File: src/rtl/stage_b.sv
// stage_b: second stage of the byte pipeline.
// Takes bytes from upstream over the DIR/ack_prev handshake and queues them
// in a small FIFO. Each byte leaves doubled (mod 2^WIDTH) over the
// DOR/ack_from_next handshake. The FIFO lets upstream keep delivering while
// the next stage is slow to acknowledge.
`timescale 1ns/1ps

module stage_b #(
    parameter int WIDTH = 8,
    parameter int DEPTH = 4
) (
    input  logic                     clk,
    input  logic                     reset,
    input  logic                     DIR,
    input  logic [WIDTH-1:0]         data_in,
    output logic                     ack_prev,
    output logic                     DOR,
    output logic [WIDTH-1:0]         data_out,
    input  logic                     ack_from_next,
    output logic [$clog2(DEPTH):0]   count
);

    localparam int PW = $clog2(DEPTH);
    localparam int CW = PW + 1;

    localparam logic [PW-1:0] PTR_ONE  = PW'(1'b1);
    localparam logic [CW-1:0] CNT_ONE  = CW'(1'b1);
    localparam logic [CW-1:0] CNT_ZERO = CW'(1'b0);
    localparam logic [CW-1:0] CNT_FULL = CW'(DEPTH);

    typedef enum logic {
        I_IDLE = 1'b0,
        I_HOLD = 1'b1
    } istate_t;

    typedef enum logic {
        O_IDLE = 1'b0,
        O_WAIT = 1'b1
    } ostate_t;

    istate_t           istate_r;
    ostate_t           ostate_r;
    logic [WIDTH-1:0]  mem_r [DEPTH];
    logic [PW-1:0]     wr_ptr_r;
    logic [PW-1:0]     rd_ptr_r;
    logic [CW-1:0]     count_r;
    logic              ack_prev_r;
    logic              dor_r;
    logic [WIDTH-1:0]  data_out_r;
    logic              push_s;
    logic              pop_s;

    // Doubling modulo 2^WIDTH is a left shift that drops the MSB.
    function automatic logic [WIDTH-1:0] double_val(input logic [WIDTH-1:0] v);
        return {v[WIDTH-2:0], 1'b0};
    endfunction

    assign ack_prev = ack_prev_r;
    assign DOR      = dor_r;
    assign data_out = data_out_r;
    assign count    = count_r;

    // Push/pop decisions from the registered FSM states and occupancy.
    always_comb begin
        push_s = 1'b0;
        pop_s  = 1'b0;
        if ((istate_r == I_IDLE) && DIR && (count_r != CNT_FULL)) begin
            push_s = 1'b1;
        end else begin
            push_s = 1'b0;
        end
        if ((ostate_r == O_IDLE) && (count_r != CNT_ZERO)) begin
            pop_s = 1'b1;
        end else begin
            pop_s = 1'b0;
        end
    end

    // Intake FSM: accept one byte, then hold one cycle so a DIR still high
    // from the same transfer is not taken twice.
    always_ff @(posedge clk or negedge reset) begin
        if (!reset) begin
            istate_r   <= I_IDLE;
            ack_prev_r <= 1'b0;
        end else begin
            case (istate_r)
                I_IDLE: begin
                    if (push_s) begin
                        ack_prev_r <= 1'b1;
                        istate_r   <= I_HOLD;
                    end else begin
                        ack_prev_r <= 1'b0;
                        istate_r   <= I_IDLE;
                    end
                end
                I_HOLD: begin
                    ack_prev_r <= 1'b0;
                    istate_r   <= I_IDLE;
                end
                default: begin
                    ack_prev_r <= 1'b0;
                    istate_r   <= I_IDLE;
                end
            endcase
        end
    end

    // FIFO storage, wrapping pointers and occupancy counter.
    always_ff @(posedge clk or negedge reset) begin
        if (!reset) begin
            for (int i = 0; i < DEPTH; i++) begin
                mem_r[i] <= '0;
            end
            wr_ptr_r <= '0;
            rd_ptr_r <= '0;
            count_r  <= CNT_ZERO;
        end else begin
            if (push_s) begin
                mem_r[wr_ptr_r] <= data_in;
                wr_ptr_r        <= wr_ptr_r + PTR_ONE;
            end
            if (pop_s) begin
                rd_ptr_r <= rd_ptr_r + PTR_ONE;
            end
            case ({push_s, pop_s})
                2'b10:   count_r <= count_r + CNT_ONE;
                2'b01:   count_r <= count_r - CNT_ONE;
                default: count_r <= count_r;
            endcase
        end
    end

    // Output FSM: load the doubled head into the output register and hold
    // it with DOR high until the next stage acknowledges.
    always_ff @(posedge clk or negedge reset) begin
        if (!reset) begin
            ostate_r   <= O_IDLE;
            dor_r      <= 1'b0;
            data_out_r <= '0;
        end else begin
            case (ostate_r)
                O_IDLE: begin
                    if (pop_s) begin
                        data_out_r <= double_val(mem_r[rd_ptr_r]);
                        dor_r      <= 1'b1;
                        ostate_r   <= O_WAIT;
                    end else begin
                        dor_r      <= 1'b0;
                        ostate_r   <= O_IDLE;
                    end
                end
                O_WAIT: begin
                    if (ack_from_next) begin
                        dor_r    <= 1'b0;
                        ostate_r <= O_IDLE;
                    end else begin
                        dor_r    <= 1'b1;
                        ostate_r <= O_WAIT;
                    end
                end
                default: begin
                    dor_r    <= 1'b0;
                    ostate_r <= O_IDLE;
                end
            endcase
        end
    end

endmodule
File: config.mk
export PLATFORM = sky130hd
export DESIGN_NAME = stage_b
export DESIGN_NICKNAME = d
export VERILOG_FILES = /design/src/rtl/stage_b.sv
export SDC_FILE = /design/constraint.sdc
export NUM_CORES = 1
export LEC_CHECK = 0
export BUFFER_PORTS_ARGS = -buffer_cell sky130_fd_sc_hd__buf_2
export CAP_MARGIN = 20
export CORE_MARGIN = 5
export CORE_UTILIZATION = 42
export CTS_BUF_LIST = sky130_fd_sc_hd__clkbuf_4
export CTS_CLUSTER_SIZE = 20
export DETAILED_ROUTE_END_ITERATION = 6
export HOLD_SLACK_MARGIN = 0.03
export PLACE_DENSITY = 0.64
export REMOVE_ABC_BUFFERS = 1
export SYNTH_ARGS = -nofsm -noshare
export SYNTH_HDL_FRONTEND = slang
export SYNTH_SLANG_ARGS = --single-unit
File: constraint.sdc
create_clock -name clk -period 2.3 [get_ports clk]
set_input_delay 0.46 -clock clk [delete_from_list [all_inputs] [get_ports clk]]
set_output_delay 0.46 -clock clk [all_outputs]
set_load 0.005 [all_outputs]
# == Yosys cells after proc, flatten, opt, wreduce, memory -nomap -nowiden ==
# Cells that the tools add are included.
# word_totals
wordCells,45
rom_bits,0
latch_bits,0
ff_bits,48
out_inout_bits,13
mem_bits_rw,0
in_bits,12
memories,0
# op_classes
div,0
reduce_logical,7
order_cmp,3
n_addsub,4
bitwise_logic,4
shift,0
mux,14
eq_ne,3
mul,0
# op_table
op,n
bitwise mux 32 bit,1
binary-select mux 8 bit (select 2 bit),1
demux 8 bit (select 2 bit),1
two-way mux 7 bit,2
two-way mux 8 bit,1
greater-or-equal comparator 3 bit (second input constant),2
inverter 2 -> 3 bit,2
one-hot mux 3 bit (2 select lines),1
two-way mux 1 bit,5
adder 2 x 1 -> 2 bit (second input constant),2
logical AND 1 bit,4
one-hot mux 1 bit (2 select lines),2
adder 3 x 1 -> 3 bit (second input constant),1
less-than comparator 3 x 1 -> 1 bit (second input constant),1
!= test 3 bit (second input constant),1
nonzero test 3 bit,1
subtractor 3 x 1 -> 3 bit (second input constant),1
equality test 2 x 1 -> 1 bit (second input constant),1
equality test 2 bit (second input constant),1
inverter 1 bit,2
AND reduction 2 bit,1
nonzero test 2 bit,1

# == Logic depth before layout (Yosys ltp) ==
# logic_depth
depth_word,6
ltp_mapped,11

# == Least setup slack after synthesis ==
# No wires, ideal clock.
# synth_path
kind,reg2reg
startpoint,"reg count_r[0], in the netlist count[0]"
endpoint,"reg count_r[2], in the netlist count[2]"
setup_slack_ns,0.034
setup_ns,0.079
stages_incl_launch_ff,12
period_less_slack_ns,2.266
arrival_ns,2.187
t_required_ns,2.221
cell_sequence,dfrtp_1 or3b_1 buf_6 and2_1 buf_6 inv_1 ha_1 inv_1 fa_1 xor2_1 nor2_1 xor2_1
# synth_between
elab_chain_len,5
# synth_rtl
item,line,rtl
start: declaration,46,logic [CW-1:0] count_r;
start signal: assignment,126,2'b10: count_r <= count_r + CNT_ONE;
start signal: assignment,127,2'b01: count_r <= count_r - CNT_ONE;
start signal: assignment,128,default: count_r <= count_r;
!= test 3 bit or nonzero test 3 bit (tied branches),"67, 72",
logical AND 1 bit (on tied branches),"67, 72",
two-way mux 1 bit (on tied branches),"67, 72",
equality test 2 x 1 -> 1 bit or equality test 2 bit (tied branches),125,"case ({push_s, pop_s})"
one-hot mux 3 bit (2 select lines) or nonzero test 2 bit (tied branches),--,
# Several ways; a longest one is shown, not always the timed one.
# A chain may end at the register's enable or synchronous reset.

# == Worst setup path in the final report ==
# layout_path
startpoint,"reg count_r[1], in the netlist count[1]"
endpoint,"reg count_r[2], in the netlist count[2]"
# Same word-level chain as after synthesis.

==> flow_summary.ini <==
[outcome]
outcome = complete, no violations

[setup_path]
end_kind = flop
slowest_delay_ps = 420
cp-startpoint = count[1]
r2r-start = count[1]
cpLargestDelayFamily = simple AND/OR/NAND/NOR gates
critPathKind = reg -> reg
rr_endpoint = count[2]
required_ps = 2580
startpoint_type = flop
critPathMaxFanout = 4
crit_chain = or3b_4, and2_4, inv_1, ha_2, inv_1, fa_1, xor2_1, nor2_1, xor2_1
cp_slowest_cell = dfrtp_1
critPathBufInv = 2
cp.arrival_ps = 2440
r2r_slack_ps = 140
reg2reg_depth = 9

[global_routing]
grtUsageTotal_pct = 12.8
gr-total-overflow = 0
grt_pass1_wl_mm = 6.11
grt_pass1_vias = 1253
grt_max_degree = 42
grt_antenna_before_repair = 0

[floorplanning]
rows = 25
core_area_sq_um = 4630
dieHeight_um = 78.6
io-pin-count = 25
fp.dieArea_sq_um = 6180
initial_utilization_pct = 42.7
dieWidth_um = 78.6

[sta]
finalSetupViolations = 0
rsz0062_at_grt = false
period_needed_ps = 2160
fmax_mhz = 463
slew_headroom_pct = 63.2
worst_pin_slew_ps = 552
finalHoldViolCount = 0
fin_skew_ps = 12.9
final.setup.tns_ps = 0
slew_viol_final = 0
finalCritPeriodShare_pct = 94.0

[worst_hold_path]
min_path_type = in -> reg
min-delay-start = ack_from_next
hold_end = DOR
min_path_cells = 2

[synthesis]
ys_seq_area_share_pct = 55.7
synth_seq_cells = 44
ys_async_sr_fraction_pct = 100
synthCells = 125
yosysUniqueCellTypes = 25
synth.area.top_cells = dfrtp_1 56%, mux2_2 18%, mux4_2 8.0%
netlist_area_sq_um = 1980
synth_top_flop_cell = dfrtp_1
synth-edff-count = 0
synth_top_cell_area_share_pct = 55.7
synth_warnings = 0
synth_area_leader_cell = dfrtp_1
avgSynthCellArea_sq_um = 15.8

[drt]
drtIter0Drc = 39
viasPerCell = 5.14
antenna_left = 0
dr.pass1.iters = 4
vias = 1089
wl_per_cell_um = 16.7
drt-total-wl_mm = 3.54
drc_errors = 0

[cts]
path_clk_slew_ps = 120
clock_latency_ps = 350
clockBufferDepth = 2
ctsRootBufferMaster = clkbuf_4
cts_made_buffers = 5
cts_tree = done
htreeDepth = 2
cts.sinks = 44

[cells_and_area]
n_antenna_cell = 0
fin_nets = 175
final_common_cell = dfrtp_1
area_growth_pct = 13.6
final_cell_mix = 44 x dfrtp_1, 32 x mux2_2, 22 x buf_2
drive_gt1_share_pct = 53.8

[power_and_ir_drop]
ir_worst_vdd_v = 0.000649
finalPower_mw = 3.10
leakage_nw = 1.02
powerDensity_nw_per_um2 = 1380

[placed_design]
gp_congestion = 0.713
place_hpwl_mm = 2.47
portBuffers = 22

[flow_run]
max_cap_viol_count = 0
==> Yosys cell counts, types with 2 or more instances <==
| cell type | instances |
|---|---|
| nand3_2 | 4 |
| ha_1 | 5 |
| mux4_2 | 7 |
| xnor2_1 | 2 |
| dfrtp_1 | 44 |
| buf_6 | 2 |
| mux2i_1 | 2 |
| mux2_2 | 32 |
| inv_1 | 6 |
| mux2_1 | 3 |
| xor2_1 | 4 |
==> worst reg2reg max path, stage by stage, from the launching register on <==
cell	delay (ps)
dfrtp_1	420
or3b_4	410
and2_4	190
inv_1	60
ha_2	180
inv_1	60
fa_1	370
xor2_1	150
nor2_1	120
xor2_1	140
==> sequential cells by signal, summed over array words and instances, names as in the netlist <==
signal and count:
mem_r 28, data_out 7, count 3, rd_ptr_r 2, wr_ptr_r 2, DOR 1
ack_prev 1
==> where the power goes <==
group	internal (mW)	total, mW	switching, mW
clock network	0.115	0.367	0.252
logic	0.822	1.29	0.472
registers	1.17	1.44	0.276
total	2.11	3.10	0.999
==> logic make-up after synthesis <==
family / Yosys count / synth area share, %
xor gates and xnor gates: 6 / 2.66
adders and majority gates: 6 / 4.18
buffers and inverters: 12 / 3.29
DFF: 44 / 55.7
muxes: 45 / 29.7
other: 1 / 0.190
and+or+nand+nor: 11 / 4.24
==> per-layer routing <==
metal  up-vias  GRT usage (%)  wire [um]
met5         -              0          0
met4         0           5.42         89
met3         9           3.21        185
met2        28           21.1       1760
met1       552           16.0       1510
li1        500              -          -
==> cell type report <==
cell class / instances / area, sq um
Multi-Input combinational cell: 69 / 817
Inverter: 6 / 22.5
Timing Repair Buffer: 31 / 180
Sequential cell: 44 / 1100
Tap cell: 54 / 67.6
Clock inverter: 3 / 18.8
Fill cell: 415 / 2380
Clock buffer: 5 / 37.5
==> through the flow <==
step / setup slack (ps) / cells / hold slack [ps] / area, sq um / utilization (%)
after floorplan: 91.4 / 119 / 164 / 1930 / -
after global placement: 146 / 199 / 272 / 2140 / 46.2
after detailed placement: 53.4 / 199 / 270 / 2140 / 46.2
after CTS: 7.27 / 208 / 263 / 2210 / 47.7
after global routing: 11.1 / 212 / 277 / 2240 / 48.5
final: 139 / 212 / 287 / 2240 / 48.5
==> how the worst max path moves through the flow <==
stage          depth (start not counted)       end
2_1_floorplan                          9  count[2]
3_3_place_gp                           9  count[2]
3_5_place_dp                           9  count[2]
4_1_cts                                9  count[2]
5_1_grt                                9  count[2]
6_report                               9  count[2]
==> repair_timing <==
item	in CTS	in global routing
hold endpoints to repair	3	0
buffers inserted	0	4
hold buffers	1	0
setup endpoints to repair	0	1
gates resized for setup	0	4
Note: power is estimated with default switching activity, not from simulation.
